===== config.mk =====
export PLATFORM = sky130hd
export DESIGN_NAME = tile_pixel_fetch_flat
export DESIGN_NICKNAME = d
export VERILOG_FILES = /design/src/rtl/tile_pixel_fetch_if.sv /design/src/rtl/tile_pixel_fetch.sv /design/src/flat_wrapper.sv
export SDC_FILE = /design/constraint.sdc
export NUM_CORES = 1
export LEC_CHECK = 0
export CAP_MARGIN = 20
export CORE_ASPECT_RATIO = 1.4
export CORE_MARGIN = 2
export CORE_UTILIZATION = 51
export DETAILED_ROUTE_END_ITERATION = 10
export GPL_ROUTABILITY_DRIVEN = 0
export PLACE_DENSITY = 0.79
export REMOVE_ABC_BUFFERS = 1
export SLEW_MARGIN = 20
export SYNTH_ARGS = -nofsm -noshare
export SYNTH_HDL_FRONTEND = slang
export SYNTH_SLANG_ARGS = --single-unit

===== constraint.sdc =====
create_clock -name clk -period 2.9 [get_ports clk]
set_input_delay 0.725 -clock clk [delete_from_list [all_inputs] [get_ports clk]]
set_output_delay 0.725 -clock clk [all_outputs]
set_load 0.1 [all_outputs]

===== src/rtl/tile_pixel_fetch_if.sv =====
// Bus bundle for tile_pixel_fetch: character request handshake, tile BRAM
// read port and the pixel strobe/output group.
interface tile_pixel_fetch_if #(
   parameter int AWIDTH = 12
);
   logic              req_valid_i;
   logic              req_ready_o;
   logic [AWIDTH-1:0] tile_base_i;
   logic [7:0]        tile_index_i;
   logic [3:0]        tile_row_i;
   logic [7:0]        attr_i;
   logic [AWIDTH-1:0] rd_address_o;
   logic [15:0]       rd_data_i;
   logic              pix_en_i;
   logic [3:0]        pixel_o;
   logic              pixel_valid_o;
   logic              underflow_o;

   modport master (
      output req_valid_i, tile_base_i, tile_index_i, tile_row_i, attr_i,
             rd_data_i, pix_en_i,
      input  req_ready_o, rd_address_o, pixel_o, pixel_valid_o, underflow_o
   );

   modport slave (
      input  req_valid_i, tile_base_i, tile_index_i, tile_row_i, attr_i,
             rd_data_i, pix_en_i,
      output req_ready_o, rd_address_o, pixel_o, pixel_valid_o, underflow_o
   );
endinterface


===== src/rtl/tile_pixel_fetch.sv =====
// Text-mode pixel generator: fetches one font word per character request and
// serialises it into 4-bit colour indices. Define TILE_PIXEL_HDOUBLE_EN to emit every glyph bit twice.
module tile_pixel_fetch #(
   parameter int AWIDTH   = 12,
   parameter int TILE_H16 = 1
) (
   input  logic             clk,
   input  logic             reset_i,
   tile_pixel_fetch_if.slave bus
);

   typedef logic [AWIDTH-1:0] addr_t;

   typedef enum logic [1:0] {
      IDLE = 2'd0,
      WAIT = 2'd1,
      CAPT = 2'd2
   } fetch_state_t;

   function automatic addr_t calc_addr(input addr_t base, input logic [7:0] idx,
                                       input logic [2:0] row_hi);
      if (TILE_H16 != 0)
         return base + addr_t'({idx, 3'b000}) + addr_t'(row_hi);
      else
         return base + addr_t'({idx, 2'b00}) + addr_t'(row_hi[1:0]);
   endfunction

   function automatic logic [7:0] sel_byte(input logic [15:0] word, input logic lo);
      return lo ? word[7:0] : word[15:8];
   endfunction

   function automatic logic [3:0] pick_pixel(input logic bit_v, input logic [7:0] attr);
      return bit_v ? attr[3:0] : attr[7:4];
   endfunction

   fetch_state_t state, state_nxt;
   logic         accept;
   logic         capt;
   logic         req_ready;

   addr_t        rd_addr_p0;
   logic         sel_p0;
   logic [7:0]   attr_p0;

   logic         vld_p1;
   logic [7:0]   buf_byte_p1;
   logic [7:0]   buf_attr_p1;

   logic [7:0]   sh_p2;
   logic [7:0]   attr_p2;
   logic [3:0]   cnt_p2;
   logic [3:0]   pix_p2;
   logic         vld_p2;
   logic         uf_p2;
`ifdef TILE_PIXEL_HDOUBLE_EN
   logic         sub_p2;
   logic         sub_nxt;
`endif

   logic         src_avail;
   logic [7:0]   src_byte;
   logic [7:0]   src_attr;
   logic         ld_empty;
   logic         ld_tail;
   logic         consume;
   logic [7:0]   eff_sh;
   logic [7:0]   eff_attr;
   logic [3:0]   eff_cnt;
   logic [7:0]   sh_nxt;
   logic [7:0]   attr_nxt;
   logic [3:0]   cnt_nxt;
   logic [3:0]   pix_nxt;
   logic         vld_nxt;
   logic         uf_nxt;

   always_ff @(posedge clk) begin
      if (reset_i)
         state <= IDLE;
      else
         state <= state_nxt;
   end

   // The holding buffer is always empty while a fetch is in flight, because
   // requests are only accepted with it empty.
   always_comb begin
      state_nxt = state;
      accept    = 1'b0;
      capt      = 1'b0;
      req_ready = 1'b0;
      case (state)
         IDLE: begin
            req_ready = ~vld_p1 & ~reset_i;
            if (bus.req_valid_i && req_ready) begin
               accept    = 1'b1;
               state_nxt = WAIT;
            end
         end
         WAIT: state_nxt = CAPT;
         CAPT: begin
            capt      = 1'b1;
            state_nxt = IDLE;
         end
         default: state_nxt = IDLE;
      endcase
   end

   // ---- stage p0: request latch / BRAM address ----
   always_ff @(posedge clk) begin
      if (reset_i)
         rd_addr_p0 <= '0;
      else if (accept)
         rd_addr_p0 <= calc_addr(bus.tile_base_i, bus.tile_index_i, bus.tile_row_i[3:1]);
   end

   always_ff @(posedge clk) begin
      if (accept) begin
         sel_p0  <= bus.tile_row_i[0];
         attr_p0 <= bus.attr_i;
      end
   end

   // ---- stage p1: holding buffer (CAPT data forwarded when the buffer is empty) ----
   assign src_avail = vld_p1 | capt;
   assign src_byte  = vld_p1 ? buf_byte_p1 : sel_byte(bus.rd_data_i, sel_p0);
   assign src_attr  = vld_p1 ? buf_attr_p1 : attr_p0;

   always_ff @(posedge clk) begin
      if (reset_i)
         vld_p1 <= 1'b0;
      else if (capt && !consume)
         vld_p1 <= 1'b1;
      else if (consume)
         vld_p1 <= 1'b0;
   end

   always_ff @(posedge clk) begin
      if (capt) begin
         buf_byte_p1 <= sel_byte(bus.rd_data_i, sel_p0);
         buf_attr_p1 <= attr_p0;
      end
   end

   // ---- stage p2: shifter; an empty shifter loads first, a drained one reloads after the strobe ----
   always_comb begin
      ld_empty = (cnt_p2 == 4'd0) && src_avail;
      eff_sh   = ld_empty ? src_byte : sh_p2;
      eff_attr = ld_empty ? src_attr : attr_p2;
      eff_cnt  = ld_empty ? 4'd8 : cnt_p2;
      sh_nxt   = eff_sh;
      attr_nxt = eff_attr;
      cnt_nxt  = eff_cnt;
      pix_nxt  = pix_p2;
      vld_nxt  = 1'b0;
      uf_nxt   = 1'b0;
`ifdef TILE_PIXEL_HDOUBLE_EN
      sub_nxt  = sub_p2;
`endif
      if (bus.pix_en_i) begin
         if (eff_cnt != 4'd0) begin
            pix_nxt = pick_pixel(eff_sh[7], eff_attr);
            vld_nxt = 1'b1;
`ifdef TILE_PIXEL_HDOUBLE_EN
            if (sub_p2) begin
               sub_nxt = 1'b0;
               sh_nxt  = {eff_sh[6:0], 1'b0};
               cnt_nxt = eff_cnt - 4'd1;
            end else begin
               sub_nxt = 1'b1;
            end
`else
            sh_nxt  = {eff_sh[6:0], 1'b0};
            cnt_nxt = eff_cnt - 4'd1;
`endif
         end else begin
            pix_nxt = 4'd0;
            uf_nxt  = 1'b1;
         end
      end
      ld_tail = (cnt_nxt == 4'd0) && src_avail && !ld_empty;
      if (ld_tail) begin
         sh_nxt   = src_byte;
         attr_nxt = src_attr;
         cnt_nxt  = 4'd8;
      end
      consume = ld_empty | ld_tail;
   end

   always_ff @(posedge clk) begin
      if (reset_i) begin
         cnt_p2 <= 4'd0;
         pix_p2 <= 4'd0;
         vld_p2 <= 1'b0;
         uf_p2  <= 1'b0;
`ifdef TILE_PIXEL_HDOUBLE_EN
         sub_p2 <= 1'b0;
`endif
      end else begin
         cnt_p2 <= cnt_nxt;
         pix_p2 <= pix_nxt;
         vld_p2 <= vld_nxt;
         uf_p2  <= uf_nxt;
`ifdef TILE_PIXEL_HDOUBLE_EN
         sub_p2 <= sub_nxt;
`endif
      end
   end

   always_ff @(posedge clk) begin
      sh_p2   <= sh_nxt;
      attr_p2 <= attr_nxt;
   end

   assign bus.req_ready_o   = req_ready;
   assign bus.rd_address_o  = rd_addr_p0;
   assign bus.pixel_o       = pix_p2;
   assign bus.pixel_valid_o = vld_p2;
   assign bus.underflow_o   = uf_p2;

endmodule


===== src/flat_wrapper.sv =====
// flat-port wrapper written by rule: the top's interface ports become plain ports
module tile_pixel_fetch_flat 
#(
   parameter int AWIDTH   = 12,
   parameter int TILE_H16 = 1
)
  (clk, reset_i, bus_req_valid_i, bus_tile_base_i, bus_tile_index_i, bus_tile_row_i, bus_attr_i, bus_rd_data_i, bus_pix_en_i, bus_req_ready_o, bus_rd_address_o, bus_pixel_o, bus_pixel_valid_o, bus_underflow_o);
  tile_pixel_fetch_if #(.AWIDTH(AWIDTH)) bus_i ();
  input  logic clk;
  input  logic reset_i;
  input wire logic [$bits(bus_i.req_valid_i)-1:0] bus_req_valid_i;
  input wire logic [$bits(bus_i.tile_base_i)-1:0] bus_tile_base_i;
  input wire logic [$bits(bus_i.tile_index_i)-1:0] bus_tile_index_i;
  input wire logic [$bits(bus_i.tile_row_i)-1:0] bus_tile_row_i;
  input wire logic [$bits(bus_i.attr_i)-1:0] bus_attr_i;
  input wire logic [$bits(bus_i.rd_data_i)-1:0] bus_rd_data_i;
  input wire logic [$bits(bus_i.pix_en_i)-1:0] bus_pix_en_i;
  output wire logic [$bits(bus_i.req_ready_o)-1:0] bus_req_ready_o;
  output wire logic [$bits(bus_i.rd_address_o)-1:0] bus_rd_address_o;
  output wire logic [$bits(bus_i.pixel_o)-1:0] bus_pixel_o;
  output wire logic [$bits(bus_i.pixel_valid_o)-1:0] bus_pixel_valid_o;
  output wire logic [$bits(bus_i.underflow_o)-1:0] bus_underflow_o;
  assign bus_i.req_valid_i = bus_req_valid_i;
  assign bus_i.tile_base_i = bus_tile_base_i;
  assign bus_i.tile_index_i = bus_tile_index_i;
  assign bus_i.tile_row_i = bus_tile_row_i;
  assign bus_i.attr_i = bus_attr_i;
  assign bus_i.rd_data_i = bus_rd_data_i;
  assign bus_i.pix_en_i = bus_pix_en_i;
  assign bus_req_ready_o = bus_i.req_ready_o;
  assign bus_rd_address_o = bus_i.rd_address_o;
  assign bus_pixel_o = bus_i.pixel_o;
  assign bus_pixel_valid_o = bus_i.pixel_valid_o;
  assign bus_underflow_o = bus_i.underflow_o;
  tile_pixel_fetch #(.AWIDTH(AWIDTH), .TILE_H16(TILE_H16)) u_core (.clk(clk), .reset_i(reset_i), .bus(bus_i));
endmodule

==> flow_metrics.env, run 1 <==
export IMPL_root_buffer="clkbuf_8"
export IMPL_cts_setup_buffers=0
export IMPL_max_freq_mhz=355
export IMPL_synth_top_family_by_area="multiplexers"
export IMPL_synthMuxAreaShare_pct=17.6
export IMPL_final_core_util_pct=68.6
export IMPL_vias=2726
export IMPL_final_min_clock_period_ns=2.82
export IMPL_htreeDepth=3
export IMPL_cts_tree="done"
export IMPL_period_share_pct=97.3
export IMPL_cp_max_fo=12
export IMPL_design_portCount=71
export IMPL_final_area_sq_um=4510
export IMPL_clock_sinks=66
export IMPL_hp_class="register to register"
export IMPL_clkTransAtPathRegs_ns=0.07
export IMPL_dp_cells=468
export IMPL_grt_ovfl_total=0
export IMPL_fin_ws_ns=0.0796
export IMPL_cp_arrival_ns=3.07
export IMPL_wire_per_inst_um=15.8
export IMPL_coreArea_sq_um=6570
export IMPL_port_buffers=70
export IMPL_max_slew_margin_rel_pct=60.1
export IMPL_dieArea_sq_um=7420
export IMPL_drtIter0Drc=147
export IMPL_fin_tns_setup_ns=0
export IMPL_drv_slew=0
export IMPL_synthFlopType="dfxtp_1"
export IMPL_cts_hold_buffers=0
export IMPL_synthCells=320
export IMPL_synthArstFlopShare_pct=0
export IMPL_synth_compound_area_share_pct=12.5
export IMPL_num_nets_final=471
export IMPL_row_count=35
export IMPL_synth_ff_latch_count=66
export IMPL_grt_pass1_vias=2716
export IMPL_dp_hpwl_mm=5.79
export IMPL_die_w_um=73.4
export IMPL_ant_nets=0
export IMPL_grt_first_pass_wirelength_mm=12.2
export IMPL_finalWirelength_mm=7.66
export IMPL_first_pass_iters=4
export IMPL_startpoint_type="input pin"
export IMPL_syn_to_final_growth_pct=31.2
export IMPL_p_leak_nw=1.83
export IMPL_grt_max_degree=24
export IMPL_instances_no_fill=484
export IMPL_antennaDiodeCount=0
export IMPL_worst_slew_pin_slew_ns=0.598
export IMPL_finClkSkew_ns=0.00600
export IMPL_avgSynthCellArea_sq_um=10.7
export IMPL_min_path_cells=1
export IMPL_place_area_sq_um=4260
export IMPL_grt_use_total_pct=21.4
export IMPL_antenna_found_initial=0
export IMPL_cts_resized_gates=0
export IMPL_multiInputGateArea_sq_um=1740
export IMPL_p_per_area_nw_per_um2=822
export IMPL_fillCellCount=506
export IMPL_final_hold_violation_count=0
export IMPL_rsz0062_at_grt="false"
export IMPL_critPathCaptureType="register"
export IMPL_crit_required_ns=3.15
export IMPL_place_ws_ns=-0.134
export IMPL_cap_violations=0
export IMPL_synth_enable_flop_cells=25
export IMPL_path_class="input pin to register"
export IMPL_synth_warnings=0
export IMPL_most_common_layout_cells="clkdlybuf4s50_1 (51), dfxtp_1 (41), mux2i_1 (33), buf_4 (33), edfxtp_1 (25)"
export IMPL_setup_viol=0
export IMPL_clock_latency_ns=0.34
export IMPL_layout_commonest_cell="clkdlybuf4s50_1"
export IMPL_synth_adder_area_share_pct=5.32
export IMPL_r2r_cells=9
export IMPL_synth_simple_gate_area_share_pct=13.9
export IMPL_start_util_pct=52.3
export IMPL_power_total_mw=3.71
export IMPL_ir_drop_uv=376
export IMPL_synthXorXnorAreaFrac_pct=1.27
export IMPL_remaining_drc_errors=0
export IMPL_drive_above_1_share_pct=20.0
export IMPL_seq_area_sq_um=1570
export IMPL_cts_buffer_depth=2
export IMPL_yosysSeqAreaShare_pct=45.7
export IMPL_avgViaCountPerCell=5.63
export IMPL_syn_area_sq_um=3440
export IMPL_status="completed"
export IMPL_hold_ws_ns=0.448
export IMPL_synth_cell_types=55
export IMPL_die_h_um=101
export IMPL_cts_buffers=9
-- cells by family (layout without fill, tap and decap cells) --
kind of cell | count (synthesis) | count (layout)
compound gates | 66 | 66
buf+inv | 27 | 117
mux | 56 | 56
fa+ha+maj | 14 | 14
simple gates | 86 | 86
flops | 66 | 66
xor+xnor | 5 | 5
-- Yosys cell counts, types with 4 or more instances --
library cell,n,share of area [%]
clkbuf_1,6,0.66
edfxtp_1,25,22
mux2i_1,33,9.6
nand3_1,9,1.3
nand2_1,21,2.3
mux2_4,4,1.7
a22o_1,5,1.3
nor2_1,21,2.3
mux2_2,19,6.2
dfxtp_1,41,24
a21oi_1,23,3.4
a31oi_1,5,0.91
ha_1,13,4.7
inv_1,14,1.5
nor3_1,7,1.0
xnor2_1,4,1.0
nor4_1,4,0.73
o21ai_0,11,1.6
-- worst max-delay path: stages --
cell	delay [ns]
clkdlybuf4s50_1	0.53
or2_2	0.36
a211oi_1	0.28
a311o_1	0.24
nand4_4	0.13
nor3_4	0.33
buf_12	0.20
mux2i_1	0.27
-- state kept, by name, summed over array words and instances, names as in the netlist, 4 cells and up --
| register | cells |
|---|---|
| u_core.attr_p2 | 8 |
| u_core.bus.rd_address_o | 12 |
| u_core.sh_p2 | 8 |
| u_core.bus.pixel_o | 4 |
| u_core.buf_byte_p1 | 8 |
| u_core.cnt_p2 | 4 |
| u_core.attr_p0 | 8 |
| u_core.buf_attr_p1 | 8 |
-- where the power goes --
part | total (mW) | internal (mW) | switching (mW)
logic | 1.49 | 0.615 | 0.872
clock network | 0.960 | 0.597 | 0.363
registers | 1.26 | 1.15 | 0.106
-- per-layer routing --
metal  global-route usage [%]  vias up  wire (um)
li1                         -     1356          -
met1                     22.6     1295       2930
met2                     39.3       59       4290
met3                     4.90       16        230
met4                     9.79        0        212
met5                        0        -          0
-- area by class of cell --
type | instances | area share [%]
inverters | 15 | 1.25
multi-input cells | 227 | 38.6
repair buffers | 86 | 17.7
flip-flops and latches | 66 | 34.9
well taps | 74 | 2.05
clock inverters | 6 | 2.50
clock buffers | 10 | 3.05
-- final timing paths --
| check | from | to | slack (ns) |
|---|---|---|---|
| max | bus_pix_en_i | u_core.attr_p2[2] | 0.08 |
| max reg2reg | u_core.cnt_p2[0] | u_core.attr_p2[2] | 0.17 |
| min | u_core.state[1] | u_core.state[1] | 0.45 |
| min reg2reg | u_core.state[1] | u_core.state[1] | 0.45 |
(Power assumes the default switching activity.)
==> run 2: changes to the inputs <==
--- a/config.mk
+++ b/config.mk
@@ -6,9 +6,10 @@
 export NUM_CORES = 1
 export LEC_CHECK = 0
 export CAP_MARGIN = 20
-export CORE_ASPECT_RATIO = 1.4
+export CORE_ASPECT_RATIO = 0.75
 export CORE_MARGIN = 2
 export CORE_UTILIZATION = 51
+export CTS_CLUSTER_SIZE = 30
 export DETAILED_ROUTE_END_ITERATION = 10
 export GPL_ROUTABILITY_DRIVEN = 0
 export PLACE_DENSITY = 0.79
==> run 2 against run 1 <==
Against the previous run:
- first-iteration DRC count shrank 46%
- flip-flop and latch count unchanged
- largest cell class unchanged
- largest power group unchanged
- highest routed layer unchanged
- setup slack improved by 0.17 ns
- combinational power about the same
- core utilization increased by 1.9 points
- total power shrank 0.27%
- cell count grew 2.3%
==> flow_metrics.env, run 2 (same netlist as run 1, synthesis figures left out) <==
export IMPL_cap_violations=0
export IMPL_drv_slew=0
export IMPL_grt_use_total_pct=22.2
export IMPL_whs_endpoint="u_core.bus.rd_address_o[4]"
export IMPL_grt_first_pass_wirelength_mm=12.9
export IMPL_p_int_mw=2.36
export IMPL_place_ws_ns=-0.0612
export IMPL_finClkSkew_ns=0.00772
export IMPL_avgViaCountPerCell=5.58
export IMPL_min_path_cells=2
export IMPL_design_portCount=71
export IMPL_start_util_pct=53.6
export IMPL_p_leak_nw=1.84
export IMPL_switching_share_pct=36.1
export IMPL_cts_resized_gates=0
export IMPL_ff2ff_setup_slack_ns=0.32
export IMPL_p_switching_mw=1.34
export IMPL_syn_to_final_growth_pct=31.7
export IMPL_most_common_layout_cells="clkdlybuf4s50_1 (51), dfxtp_1 (41), buf_4 (38), mux2i_1 (33), edfxtp_1 (25)"
export IMPL_path_class="input pin to register"
export IMPL_wire_per_inst_um=15.8
export IMPL_clock_sinks=66
export IMPL_antenna_found_initial=0
export IMPL_grt_pass1_vias=2735
export IMPL_met1_length_mm=3.57
export IMPL_setup_viol=0
export IMPL_highest_layer="met4"
export IMPL_cts_hold_buffers=0
export IMPL_max_freq_mhz=378
export IMPL_crit_required_ns=3.19
export IMPL_power_frac_seq_pct=33.9
export IMPL_dieArea_sq_um=7420
export IMPL_cp_arrival_ns=2.93
export IMPL_drive_above_1_share_pct=20.5
export IMPL_port_buffers=70
export IMPL_largest_reg_flops=12
export IMPL_final_hold_violation_count=0
export IMPL_drtIter0Drc=79
export IMPL_row_count=25
export IMPL_reg2reg_to="u_core.attr_p2[5]"
export IMPL_cp_max_fo=5
export IMPL_period_share_pct=91.3
export IMPL_hold_ws_ns=0.456
export IMPL_worstHoldStart="u_core.bus.rd_address_o[4]"
export IMPL_layout_commonest_cell="clkdlybuf4s50_1"
export IMPL_pwr_share_comb_pct=40.9
export IMPL_timing_rr_start="u_core.cnt_p2[1]"
export IMPL_cts_buffers=9
export IMPL_clock_latency_ns=0.34
export IMPL_critPathCaptureType="register"
export IMPL_startpoint_type="input pin"
export IMPL_cts_setup_buffers=0
export IMPL_num_nets_final=475
export IMPL_grt_ovfl_total=0
export IMPL_rsz0062_at_grt="false"
export IMPL_clkTransAtPathRegs_ns=0.07
export IMPL_fin_ws_ns=0.253
export IMPL_route_met3_wl_um=441
export IMPL_remaining_drc_errors=0
export IMPL_cts_buffer_depth=2
export IMPL_ir_drop_uv=586
export IMPL_clkPwrFrac_pct=25.3
export IMPL_cts_tree="done"
export IMPL_antennaDiodeCount=0
export IMPL_first_pass_iters=4
export IMPL_status="completed"
export IMPL_hp_class="register to register"
export IMPL_worst_slew_pin_slew_ns=0.638
export IMPL_dp_hpwl_mm=5.79
export IMPL_met2WireLength_mm=3.67
export IMPL_die_h_um=75.1
export IMPL_max_slew_margin_rel_pct=57.0
export IMPL_finalWirelength_mm=7.82
export IMPL_grt_max_degree=24
export IMPL_ant_nets=0
export IMPL_vias=2760
export IMPL_coreArea_sq_um=6410
export IMPL_htreeDepth=3
export IMPL_final_min_clock_period_ns=2.65
export IMPL_root_buffer="clkbuf_8"
export IMPL_die_w_um=98.8
export IMPL_p_per_area_nw_per_um2=817
export IMPL_r2r_cells=8
export IMPL_fin_tns_setup_ns=0
[run 2: changes by cell type in the layout (fill, tap and decap cells not counted), sizes merged]
cell / previous run / this run
clkinv: 3 / 4
clkbuf: 10 / 9
buf: 35 / 39
[run 2: power by group through the flow]
| stage | Sequential, mW | Combinational (mW) | Clock, mW |
|---|---|---|---|
| 2_1_floorplan | 1.53 | 0.821 | 0 |
| 3_3_place_gp | 1.26 | 1.45 | 0 |
| 3_5_place_dp | 1.27 | 1.49 | 0 |
| 4_1_cts | 1.25 | 1.50 | 0.943 |
| 5_1_grt | 1.27 | 1.63 | 0.989 |
| 6_report | 1.25 | 1.51 | 0.933 |
[run 2: worst max-delay path by stage]
| stage | endpoint | start | cells past startpoint | slack (ns) |
|---|---|---|---|---|
| global route | u_core.bus.rd_address_o[10] | bus_tile_base_i[0] | 10 | 0.15 |
| detailed placement | u_core.bus.rd_address_o[10] | bus_tile_base_i[0] | 10 | -0.06 |
| floorplan | u_core.bus.rd_address_o[9] | reset_i | 6 | -2.90 |
| CTS | u_core.bus.rd_address_o[10] | bus_tile_base_i[0] | 10 | 0.30 |
| global placement | u_core.bus.rd_address_o[10] | bus_tile_row_i[1] | 10 | -0.009 |
| finish | u_core.bus.rd_address_o[9] | bus_tile_index_i[1] | 8 | 0.25 |
[run 2: final cells by class]
type	count	area (sq um)
fillers	461	1890
multi-input cells	227	1740
flip-flops and latches	66	1570
repair buffers	90	816
clock buffers	9	124
clock inverters	7	116
well taps	81	101
inverters	15	56.3
[run 2: routing by layer]
metal	global-route usage [%]	vias up
met5	0	-
li1	-	1367
met4	8.83	0
met2	35.9	77
met1	29.4	1302
met3	5.29	14
[run 2: stage by stage]
| stage | std cells | util, % | power (mW) | area, sq um |
|---|---|---|---|---|
| floorplan | 308 | - | 2.36 | 3370 |
| global placement | 479 | 66.8 | 2.71 | 4280 |
| detailed placement | 479 | 66.8 | 2.76 | 4280 |
| CTS | 495 | 70.6 | 3.70 | 4520 |
| global route | 495 | 70.6 | 3.88 | 4520 |
| finish | 495 | 70.6 | 3.70 | 4520 |
[run 2: worst max-delay path: stages]
cell             delay [ns]
clkdlybuf4s50_1        0.40
ha_1                   0.35
a21o_1                 0.17
a31oi_1                0.07
o21ai_0                0.45
a41oi_1                0.22
or4_1                  0.43
nand3_1                0.10
